`config.mk`:
```
export PLATFORM = sky130hd
export DESIGN_NAME = pkt_responder
export DESIGN_NICKNAME = d
export VERILOG_FILES = /design/src/rtl/pkt_responder.sv
export SDC_FILE = /design/constraint.sdc
export NUM_CORES = 1
export LEC_CHECK = 0
export BUFFER_PORTS_ARGS = -buffer_cell sky130_fd_sc_hd__buf_4
export CAP_MARGIN = 20
export CORE_MARGIN = 2
export CORE_UTILIZATION = 30
export DETAILED_ROUTE_END_ITERATION = 10
export PLACE_DENSITY_LB_ADDON = 0.12
export SETUP_SLACK_MARGIN = 0.1
export SYNTH_ARGS = -nofsm -noshare
export SYNTH_HDL_FRONTEND = slang
export SYNTH_SLANG_ARGS = --single-unit
```
`constraint.sdc`:
```
create_clock -name clk -period 3.4 [get_ports clk]
set_input_delay 0.51 -clock clk [delete_from_list [all_inputs] [get_ports clk]]
set_output_delay 0.51 -clock clk [all_outputs]
set_load 0.01 [all_outputs]
```
`src/rtl/pkt_responder.sv`:
```
// pkt_responder: register-file responder behind a valid/ready request channel.
// Each accepted request (WRITE / READ / INC / illegal) runs against a
// 2**ADDR_W-entry register file. It produces exactly one in-order response
// through a 2-entry queue onto a valid/ready response channel.
//
// Ports:
//   clk, rst_n              clock, asynchronous active-low reset
//   req_valid/req_ready     request handshake
//   req_op/id/addr/data     request fields (op: 00 illegal, 01 WRITE, 10 READ, 11 INC)
//   rsp_valid/rsp_ready     response handshake
//   rsp_id/data/status      response fields (status: 00 OK, 01 ERR, 10 OVF)
//   err_count               saturating count of illegal-op requests
module pkt_responder #(
    parameter int unsigned ADDR_W = 4,
    parameter int unsigned DATA_W = 8,
    parameter int unsigned ID_W   = 4
) (
    input  logic              clk,
    input  logic              rst_n,
    input  logic              req_valid,
    output logic              req_ready,
    input  logic [1:0]        req_op,
    input  logic [ID_W-1:0]   req_id,
    input  logic [ADDR_W-1:0] req_addr,
    input  logic [DATA_W-1:0] req_data,
    output logic              rsp_valid,
    input  logic              rsp_ready,
    output logic [ID_W-1:0]   rsp_id,
    output logic [DATA_W-1:0] rsp_data,
    output logic [1:0]        rsp_status,
    output logic [7:0]        err_count
);

    typedef enum logic [1:0] {
        OP_ILLEGAL = 2'b00,
        OP_WRITE   = 2'b01,
        OP_READ    = 2'b10,
        OP_INC     = 2'b11
    } op_e;

    typedef enum logic [1:0] {
        ST_OK  = 2'b00,
        ST_ERR = 2'b01,
        ST_OVF = 2'b10
    } status_e;

    localparam int unsigned DEPTH = 1 << ADDR_W;

    logic [DATA_W-1:0] mem [DEPTH];

    // Queue = head (the rsp_* output registers) + one spill entry behind it.
    // Keeping the head in the output registers makes the response fields hold
    // their last value once the queue empties.
    logic              q1_valid;
    logic [ID_W-1:0]   q1_id;
    logic [DATA_W-1:0] q1_data;
    status_e           q1_status;

    op_e               op;
    logic              accept;
    logic              pop;
    logic [DATA_W:0]   sum;
    logic              mem_we;
    logic [DATA_W-1:0] mem_wdata;
    logic [DATA_W-1:0] new_data;
    status_e           new_status;
    logic              is_illegal;

    assign op        = op_e'(req_op);
    assign req_ready = !(rsp_valid && q1_valid);
    assign accept    = req_valid && req_ready;
    assign pop       = rsp_valid && rsp_ready;

    always_comb begin
        sum        = {1'b0, mem[req_addr]} + {1'b0, req_data};
        mem_we     = 1'b0;
        mem_wdata  = req_data;
        new_data   = '0;
        new_status = ST_OK;
        is_illegal = 1'b0;
        case (op)
            OP_WRITE: begin
                mem_we   = 1'b1;
                new_data = req_data;
            end
            OP_READ: begin
                new_data = mem[req_addr];
            end
            OP_INC: begin
                mem_we     = 1'b1;
                mem_wdata  = sum[DATA_W-1:0];
                new_data   = sum[DATA_W-1:0];
                new_status = sum[DATA_W] ? ST_OVF : ST_OK;
            end
            default: begin
                new_status = ST_ERR;
                is_illegal = 1'b1;
            end
        endcase
    end

    always_ff @(posedge clk or negedge rst_n) begin
        if (!rst_n) begin
            for (int unsigned i = 0; i < DEPTH; i++) begin
                mem[i] <= '0;
            end
        end else if (accept && mem_we) begin
            mem[req_addr] <= mem_wdata;
        end
    end

    always_ff @(posedge clk or negedge rst_n) begin
        if (!rst_n) begin
            err_count <= '0;
        end else if (accept && is_illegal && err_count != 8'hFF) begin
            err_count <= err_count + 8'd1;
        end
    end

    // A push can coincide with a pop only when the spill entry is empty,
    // because req_ready is low whenever both entries are occupied.
    always_ff @(posedge clk or negedge rst_n) begin
        if (!rst_n) begin
            rsp_valid  <= 1'b0;
            rsp_id     <= '0;
            rsp_data   <= '0;
            rsp_status <= ST_OK;
            q1_valid   <= 1'b0;
            q1_id      <= '0;
            q1_data    <= '0;
            q1_status  <= ST_OK;
        end else if (pop) begin
            if (q1_valid) begin
                rsp_id     <= q1_id;
                rsp_data   <= q1_data;
                rsp_status <= q1_status;
                q1_valid   <= 1'b0;
            end else if (accept) begin
                rsp_id     <= req_id;
                rsp_data   <= new_data;
                rsp_status <= new_status;
            end else begin
                rsp_valid <= 1'b0;
            end
        end else if (accept) begin
            if (!rsp_valid) begin
                rsp_valid  <= 1'b1;
                rsp_id     <= req_id;
                rsp_data   <= new_data;
                rsp_status <= new_status;
            end else begin
                q1_valid  <= 1'b1;
                q1_id     <= req_id;
                q1_data   <= new_data;
                q1_status <= new_status;
            end
        end
    end

endmodule

```
==> run summary, run 1 <==
Status: completed
Ys flop type: dfrtp_1
Global-route wire length before repair: 35400 um
Post-Syn Area: 7910 sq um
DR pass1 iterations: 4
Cells after Synth: 746
Initial antenna violation count: 0
Max rail drop VDD: 0.282 mV
# diodes: 0
Critical path data arrival time: 3.57 ns
Reg2Reg Depth: 12
Initial Util: 30.5%
DR DRC count: 0
Ys async rst share: 100%
Clk slew on worst S/H paths: 0.07 ns
Post-route clock period utilization: 94.4%
Internal Power: 5160 uW
Sequential power share: 41.5%
IO Port Bufs: 45
Area post-placement: 9160 sq um
Routed Antenna Nets: 0
Syn nets: 779
Finished Cell Area: 10100 sq um
Area delta synth->final: 27.3%
1st-iter DRT viols: 462
Power share of the combinational group: 33.8%
Max-cap viol count: 0
Worst Max-Slew Pin Slew: 0.808 ns
Synth Area per Inst: 10.6 sq um
Worst-path fanout max: 8
CORE AREA: 26000 sq um
CTS Buffer Depth: 2
Crit-path cells: mux4_2, a22oi_2, nand2_1, ha_2, fa_2, a211oi_2, nor2_2, o31a_1, nor4_4, buf_4, a21o_4, mux2_2
Crit path kind: flop to flop
Critical Path Start Type: flop
Setup ws final: 0.190 ns
Hold WS: 0.117 ns
Total global-route track usage: 16.4%
Pwr Density: 759 nW/um^2
Net Switching: 2490 uW
DP HPWL: 15500 um
Sequential share of the synthesized area: 52.5%
Worst path slowest cell: mux4_2
# setup viols final: 0
Die Footprint: 27700 sq um
Final #Nets: 885
H-tree depth: 4
Multi-input gate area: 3710 sq um
Vias post-DR: 5955
Number of synthesized flops with an enable pin: 0
Total gr overflow: 0
CTS Hold Bufs: 0
Tot Pwr: 7650 uW
Worst path max stage delay: 0.47 ns
Final Skew: 0.0106 ns
Clk_lat worst skew: 0.42 ns
Floorplan row count: 59
Leakage: 0.00448 uW
CP Buf/Inv Count: 1
Levels on crit path: 12
Clock power frac: 24.7%
Area leader, netlist: dfrtp_1
TritonCTS clock tree: done
CP Capture Type: flop
Fin crit period: 3.21 ns
Root buf cell: clkbuf_16
Final Wtd Congestion: 0.794
Top post-synthesis cells by area: dfrtp_1 (52%), mux4_2 (8.3%), a21oi_1 (5.6%), nor2_1 (4.8%), nand2_1 (4.0%)
Vias per Instance: 4.96
Sink Count: 166
Total wire length: 22100 um
F_max: 0.312 GHz
Top delay family on crit path: compound AO/OA/AOI/OAI gates
Ports: 46
Fillers: 2559
Number of CTS-inserted buffers: 17
Switching Fraction: 32.6%
FF+latch count, synth: 166
Yosys cell types: 49
Ratio of cells with drive above 1 in the final layout: 30.3%
Die width: 166 um
Yosys Warn Count: 0
Vias in the first global route: 6016
TNS Setup: 0 ns
Hold Crit Class: input pin to asynchronous set/reset pin
Share of the synthesized area in the top cell type: 52.5%
Largest net degree at the start of global routing: 82
Die H: 166 um
FF/Latch Area: 4150 sq um
Setup repair after global routing missed its margin: yes
Max transition margin: 45.7%
CP Data Required Time: 3.76 ns
DP Worst Slack: -0.570 ns
Hold Fails Final Rpt: 0
Drt wl/cell: 18.5 um
Slew Limit Fails: 0
state kept, by name, indices dropped and copies added, names as in the netlist:
name        count
rsp_valid       1
mem           128
rsp_data        8
rsp_id          4
q1_status       2
q1_id           4
q1_valid        1
err_count       8
q1_data         8
rsp_status      2
synth_stat cells (2+ instances only):
| library cell | number |
|---|---|
| nor3b_1 | 2 |
| a21o_1 | 7 |
| mux4_2 | 29 |
| mux2i_1 | 11 |
| nand2_1 | 84 |
| clkbuf_1 | 28 |
| nor3_1 | 11 |
| a22oi_1 | 14 |
| inv_1 | 8 |
| buf_2 | 5 |
| nor2_1 | 102 |
| and3_1 | 7 |
| o21ai_1 | 2 |
| nor2b_1 | 7 |
| a31oi_1 | 9 |
| o21bai_1 | 2 |
| buf_4 | 8 |
| o31ai_1 | 7 |
| and2_1 | 5 |
| dfrtp_1 | 166 |
| nand3_1 | 2 |
| mux2_2 | 21 |
| a221oi_1 | 5 |
| xor2_1 | 3 |
| mux4_1 | 4 |
| xnor2_1 | 5 |
| ha_1 | 10 |
| o21a_1 | 2 |
| nand4_1 | 4 |
| a21oi_1 | 89 |
| buf_6 | 2 |
| buf_1 | 6 |
| a211oi_1 | 4 |
| o21ai_0 | 56 |
| nor4_1 | 4 |
| nand2b_1 | 2 |
worst register-to-register path: cells and delay by family (launching register included):
kind            cells  cell delay [ns]
simple gates        3             0.49
fa+ha+maj           2             0.57
flops               1             0.39
mux                 2             0.63
buf+inv             1             0.18
compound gates      4             0.89
through the flow:
step	util, %	std cells
2_1_floorplan	-	746
3_3_place_gp	35.3	1149
3_5_place_dp	35.3	1149
4_1_cts	37.9	1186
5_1_grt	38.8	1200
6_report	38.8	1200
per-layer routing:
layer,vias to the layer above,GRT usage (%),wire length (um)
met4,0,4.27,287
met1,2940,22.7,10300
met5,-,0,0
li1,2875,-,-
met2,123,26.5,10500
met3,17,3.14,1020
logic make-up after synthesis:
group	synth area share, %
simple gates	12.6
compound gates	14.8
flops	52.5
mux	14.0
buf+inv	3.45
fa+ha+maj	1.83
xor+xnor	0.885
path summary, 6_finish.rpt:
check / startpoint / to / slack [ns]
setup reg to reg: mem[24] / mem[6] / 0.19
max in group asynchronous: rst_n / mem[126] / 2.26
hold reg to reg: q1_status[1] / q1_status[1] / 0.48
setup / recovery: mem[24] / mem[6] / 0.19
hold / removal: rst_n / err_count[5] / 0.12
min in group clk: req_id[0] / q1_id[0] / 0.30
repair_timing:
action | CTS | global route
setup endpoints to repair | 55 | 67
gates resized for setup | 12 | 31
cloned | 1 | 1
setup buffers | 4 | 13
pin swaps | 3 | 16
layout make-up:
class	count	area share (%)
timing repair buffer	136	11.7
inverter	8	0.298
clock inverter	10	0.932
clock buffer	22	4.81
sequential	166	41.2
tap	335	4.16
multi-input combinational	523	36.9
cell usage in the layout, fill, tap and decap left out, drive strengths merged, types with 2 or more instances in the layout:
cell      count
nor2        102
dfrtp       166
clkbuf       22
a21oi        90
a211oi        4
clkinv        4
nor3         11
a22oi        14
nor2b         7
a21o          8
o21a          2
xnor2         5
ha           10
a21boi        2
a221oi        5
a31oi         9
and3          7
nor3b         2
inv          10
nand3         2
o21bai        2
clkinvlp      3
o21ai        58
nor4          4
xor2          3
and2          5
nand4         5
nand2b        2
mux2         21
nand2        84
buf         136
mux2i        11
o31ai         7
mux4         33
power groups by stage:
stage	registers [uW]	clock network (uW)	logic (uW)
2_1_floorplan	3110	0	1550
3_3_place_gp	3170	0	2340
3_5_place_dp	3200	0	2400
4_1_cts	3170	1940	2470
5_1_grt	3270	2030	2880
6_report	3170	1890	2590
Power figures use the tool's default switching activity.
==> run 2, diff against run 1 <==
==> constraint.sdc (replaced) <==
create_clock -name clk -period 2.8 [get_ports clk]
set_input_delay 0.42 -clock clk [delete_from_list [all_inputs] [get_ports clk]]
set_output_delay 0.42 -clock clk [all_outputs]
set_load 0.01 [all_outputs]
==> run 2 against run 1 <==
Against the previous run:
- the flow now finishes with violations (setup timing)
- clock power up 35%
- setup slack worse by 0.55 ns
- sequential share of layout area decreased by 2.9 points
- via count up 4.3%
- critical path type unchanged
- critical endpoint is now q1_data[6]
- largest cell class is now multi-input gates
- largest power group unchanged
==> run summary, run 2 (synthesized netlist as in run 1, its figures left out) <==
Area post-placement: 9350 sq um (+2.1%)
Pwr Density: 938 nW/um^2 (+24%)
Largest net degree at the start of global routing: 70 (-15%)
H-tree depth: 4 (unchanged)
Max transition margin: 54.3% (+8.6 points)
Ratio of cells with drive above 1 in the final layout: 40.1% (+9.8 points)
M1 WL: 11300 um (+9.3%)
Worst path max stage delay: 0.51 ns (+0.04 ns)
Post-route clock period utilization: 113% (+18 points)
Max rail drop VDD: 0.412 mV (+46%)
Max-cap viol count: 0 (unchanged)
Vias in the first global route: 6378 (+6.0%)
Total gr overflow: 0 (unchanged)
Total global-route track usage: 17.6% (+1.2 points)
DR top layer: met4
Multi-input gate area: 4230 sq um (+14%)
Root buf cell: clkbuf_16
Hold Fails Final Rpt: 0 (unchanged)
Final Wtd Congestion: 0.797 (+0.40%)
F_max: 0.317 GHz (+1.6%)
Worst path most repeated cell: buf_4
1st-iter DRT viols: 387 (-16%)
Hold Crit Class: input pin to flop
CP Capture Type: flop
Initial antenna violation count: 0 (unchanged)
Final Skew: 0.0158 ns (+0.00518 ns)
Area delta synth->final: 37.0%
Crit path kind: flop to flop
Crit-path cells: mux4_2, a22oi_2, nand2_2, ha_4, fa_2, a211oi_2, nor2_2, o31a_1, nor4_4, buf_4, a221oi_2, buf_4, o21ai_2
Hold WS: 0.201 ns (+0.0838 ns)
CTS Buffer Depth: 2 (unchanged)
Clk slew on worst S/H paths: 0.07 ns (about the same)
FF/Latch Area: 4150 sq um (unchanged)
Setup repair after global routing missed its margin: yes
# diodes: 0 (unchanged)
CP Buf/Inv Count: 2 (+1)
Sink Count: 166 (unchanged)
Fin crit period: 3.16 ns (-0.0506 ns)
CORE AREA: 26000 sq um (unchanged)
Floorplan row count: 59 (unchanged)
Initial Util: 30.5% (unchanged)
Most common cell after layout, fill and taps aside: dfrtp_1
Tot Pwr: 10200 uW (+33%)
Setup ws final: -0.360 ns (-0.549 ns)
Critical Path Start Type: flop
Final #Nets: 900 (+1.7%)
Die Footprint: 27700 sq um (unchanged)
Met2 WL: 11100 um (+5.3%)
Worst path slowest cell: mux4_2
Most frequent cells in the layout: dfrtp_1 (166), buf_4 (123), nor2_1 (98)
Ports: 46 (unchanged)
Failing checks: setup timing
Worst-path fanout max: 3 (-5)
Drt wl/cell: 19.6 um (+6.0%)
Detail Route met3 WL: 1050 um (+2.9%)
DR pass1 iterations: 6 (+2)
Die H: 166 um (unchanged)
Slew Limit Fails: 0 (unchanged)
Global-route wire length before repair: 37800 um (+6.7%)
DR DRC count: 0 (unchanged)
CP Data Required Time: 3.14 ns (-0.62 ns)
Die width: 166 um (unchanged)
Number of CTS-inserted buffers: 17 (unchanged)
Worst Max-Slew Pin Slew: 0.684 ns (-0.124 ns)
Status: finished, violations left
Top delay family on crit path: compound AO/OA/AOI/OAI gates
IO Port Bufs: 45 (unchanged)
Vias post-DR: 6214 (+4.3%)
Leakage: 0.00472 uW (+5.1%)
# setup viols final: 98 (+98)
Clk_lat worst skew: 0.43 ns (about the same)
Max FFs per register: 128 (unchanged)
Total wire length: 23800 um (+7.3%)
Critical path data arrival time: 3.50 ns (-0.07 ns)
TritonCTS clock tree: done
Largest Register: mem
Vias per Instance: 5.11 (+3.1%)
DP HPWL: 15600 um (+0.63%)
Finished Cell Area: 10800 sq um (+7.6%)
Fillers: 2503 (-2.2%)
Routed Antenna Nets: 0 (unchanged)
[run 2: changes by cell type in the layout (fill, tap and decap cells not counted), moves of 9 or more]
cell / previous run / this run
a21oi_1: 78 / 44
o21ai_0: 50 / 21
a21oi_2: 12 / 37
o21ai_2: 2 / 19
mux2_2: 18 / 5
mux2_4: 3 / 16
buf_6: 3 / 14
a21oi_4: 0 / 9
o21ai_1: 6 / 15
[run 2: final timing paths]
path                             from            to  slack (ns)  depth (start not counted)
max in group asynchronous       rst_n       mem[95]        1.45                          3
setup / recovery              mem[32]    q1_data[6]       -0.36                         13
hold reg to reg            q1_data[5]    q1_data[5]        0.48                          2
setup reg to reg              mem[32]    q1_data[6]       -0.36                         13
hold / removal              req_id[2]      q1_id[2]        0.20                          3
min in group asynchronous       rst_n  err_count[7]        0.47                          2
[run 2: tightest hold or removal path: stages]
cell	delay, ns
buf_4	0.08
nand2_1	0.04
nand2_1	0.05
[run 2: power breakdown]
part           switching [uW]  internal, uW  total, uW
registers                 551          3320       3870
logic                    1790          1950       3750
clock network            1020          1530       2550
total                    3370          6810      10200
[run 2: repair_timing]
| item | CTS | global route |
|---|---|---|
| setup buffers | 13 | 7 |
| cloned | 4 | 1 |
| endpoints found under the hold margin | 43 | 0 |
| gates resized for setup | 100 | 56 |
| endpoints found under the setup margin | 111 | 112 |
| hold buffers | 1 | 0 |
| pin swaps | 24 | 20 |
[run 2: metrics by stage]
step / worst slack, ns / util (%) / cells / TNS, ns
final: -0.360 / 41.7 / 1215 / -23.28
after global routing: -0.460 / 41.7 / 1215 / -32.51
after CTS: -0.335 / 40.6 / 1210 / -19.63
after detailed placement: -0.957 / 36.0 / 1162 / -79.43
after global placement: -0.892 / 36.0 / 1162 / -75.19
after floorplan: -0.563 / - / 746 / -24.13
[run 2: layout make-up]
class	instances	share of cell area, %
clock buffers	19	4.08
inverters	8	0.277
multi-input cells	523	39.0
flip-flops and latches	166	38.3
well taps	335	3.87
clock inverters	13	1.78
repair buffers	151	12.7
[run 2: metal layers]
layer  vias up  GRT usage [%]
met5         -              0
met4         0           5.13
met3        21           4.11
met2       133           27.2
met1      3156           24.8
li1       2904              -
==> run 3, diff against run 2 <==
--- a/config.mk
+++ b/config.mk
@@ -15,3 +15,4 @@
 export SYNTH_ARGS = -nofsm -noshare
 export SYNTH_HDL_FRONTEND = slang
 export SYNTH_SLANG_ARGS = --single-unit
+export TNS_END_PERCENT = 10
==> constraint.sdc (replaced) <==
create_clock -name clk -period 2.8 [get_ports clk]
set_input_delay 0.42 -clock clk [delete_from_list [all_inputs] [get_ports clk]]
set_output_delay 0.42 -clock clk [all_outputs]
set_load 0.02 [all_outputs]
==> run 3 against run 2 <==
Against the previous run:
- the run still ends with setup timing left
- final cell count decreased by 0.41%
- via count decreased by 4.2%
- clock power decreased by 5%
- first-iteration DRC count increased by 5.9%
- clock skew decreased by 0.0047 ns
- total power decreased by 4.5%
- non-clock buffer count decreased by 5
- hold slack improved by 0.00098 ns
- critical path depth decreased by 2
==> run summary, run 3 (synthesized netlist as in run 1, its figures left out) <==
Total gr overflow: 0 (unchanged)
H-tree depth: 4 (unchanged)
F_max: 0.316 GHz (about the same)
# setup viols final: 93 (-5.1%)
Hold Fails Final Rpt: 0 (unchanged)
Vias post-DR: 5954 (-4.2%)
Failing checks: setup timing
IO Port Bufs: 45 (unchanged)
Setup ws final: -0.360 ns (-0.000449 ns)
Initial Util: 30.5% (unchanged)
Most frequent cells in the layout: dfrtp_1 (166), buf_4 (130), nor2_1 (99)
Max rail drop VDD: 0.391 mV (-5.2%)
Ports: 46 (unchanged)
Setup repair after global routing missed its margin: yes
Root buf cell: clkbuf_16
Number of CTS-inserted buffers: 17 (unchanged)
Clk_lat worst skew: 0.43 ns (about the same)
Slew Limit Fails: 0 (unchanged)
Max transition margin: 48.5% (-5.7 points)
Final core utilization: 39.5% (-2.2 points)
Area delta synth->final: 29.8%
CTS Buffer Depth: 2 (unchanged)
R2r setup slk: -0.36 ns (about the same)
Final #Nets: 895 (-0.56%)
Sink Count: 166 (unchanged)
Area post-placement: 9300 sq um (-0.58%)
Total global-route track usage: 16.5% (-1.1 points)
DP HPWL: 15400 um (-0.90%)
Most common cell after layout, fill and taps aside: dfrtp_1
Worst Max-Slew Pin Slew: 0.766 ns (+0.0816 ns)
Largest Register: mem
Post-route clock period utilization: 113% (about the same)
Critical path data arrival time: 3.48 ns (-0.02 ns)
Max-cap viol count: 0 (unchanged)
Final Skew: 0.0111 ns (-0.00468 ns)
Clk slew on worst S/H paths: 0.08 ns (about the same)
DP Worst Slack: -1.05 ns (-0.0938 ns)
Total wire length: 22100 um (-7.0%)
# diodes: 0 (unchanged)
Die Footprint: 27700 sq um (unchanged)
Final Wtd Congestion: 0.827 (+3.7%)
Status: finished, violations left
CP Capture Type: flop
Ratio of cells with drive above 1 in the final layout: 32.3% (-7.8 points)
Vias in the first global route: 6185 (-3.0%)
Critical Path Start Type: flop
Largest net degree at the start of global routing: 60 (-14%)
Initial antenna violation count: 0 (unchanged)
Finished Cell Area: 10300 sq um (-5.3%)
Leakage: 0.00457 uW (-3.1%)
Floorplan row count: 59 (unchanged)
Tot Pwr: 9720 uW (-4.5%)
Die H: 166 um (unchanged)
Hold Crit Class: input pin to flop
DR DRC count: 0 (unchanged)
Fin crit period: 3.16 ns (+0.000449 ns)
Worst-path fanout max: 8 (+5)
CP Data Required Time: 3.12 ns (-0.02 ns)
Drt wl/cell: 18.3 um (-6.6%)
DR pass1 iterations: 4 (-2)
Crit path kind: flop to flop
TritonCTS clock tree: done
1st-iter DRT viols: 410 (+5.9%)
Global-route wire length before repair: 35900 um (-5.0%)
CORE AREA: 26000 sq um (unchanged)
Vias per Instance: 4.92 (-3.8%)
Pwr Density: 947 nW/um^2 (+0.89%)
Die width: 166 um (unchanged)
Max FFs per register: 128 (unchanged)
Routed Antenna Nets: 0 (unchanged)
## run 3: cell count changes in the layout (fill, tap and decap cells not counted), moves of 9 or more
cell,change
a21oi_1,+29
a21oi_2,-20
a21oi_4,-9
buf_6,-9
o21ai_0,+24
o21ai_2,-14
## run 3: where the power goes
group          switching, uW  total, uW  leakage [uW]  internal [uW]
sequential               539       3860       0.00207           3320
clock                   1140       2420      0.000290           1280
combinational           1690       3440       0.00221           1750
## run 3: final cells by class
class                   count  area (sq um)
well taps                 335           419
inverters                   8          30.0
clock inverters            15           183
fillers                  2567         15700
repair buffers            146          1250
flip-flops and latches    166          4150
clock buffers              17           425
multi-input cells         523          3810
## run 3: worst max-delay path: stages (launching register included)
cell and delay [ns]:
dfrtp_1 0.39, mux4_2 0.47, mux4_2 0.55, ha_4 0.27, o21ai_2 0.18, nor2_4 0.06, a221oi_4 0.26, mux2i_1 0.27
a21boi_4 0.26, buf_6 0.13, buf_12 0.14, a21oi_2 0.06
## run 3: worst paths after layout
check	startpoint	end	depth (start not counted)
min	req_id[0]	q1_id[0]	3
max in group asynchronous	rst_n	mem[97]	3
min in group asynchronous	rst_n	err_count[5]	2
max	mem[26]	mem[39]	11
min reg2reg	q1_status[1]	q1_status[1]	2
max reg2reg	mem[26]	mem[39]	11
## run 3: repair_timing
item	4_1_cts	5_1_grt
pin swaps	16	6
setup endpoints to repair	111	110
hold buffers	1	0
endpoints found under the hold margin	50	0
cloned	2	0
resized for setup	50	19
setup buffers	6	1
## run 3: routing by layer
metal	vias up	GRT usage, %	wire length (um)
met4	0	4.01	265
met3	15	3.35	649
met1	2963	22.8	10700
met5	-	0	0
met2	83	26.7	10400
li1	2893	-	-
## run 3: through the flow
step,instances,TNS [ns],hold slack (ns)
2_1_floorplan,746,-34.19,0.124
3_3_place_gp,1168,-91.90,0.392
3_5_place_dp,1168,-97.53,0.403
4_1_cts,1209,-26.73,0.188
5_1_grt,1210,-34.77,0.194
6_report,1210,-22.60,0.202
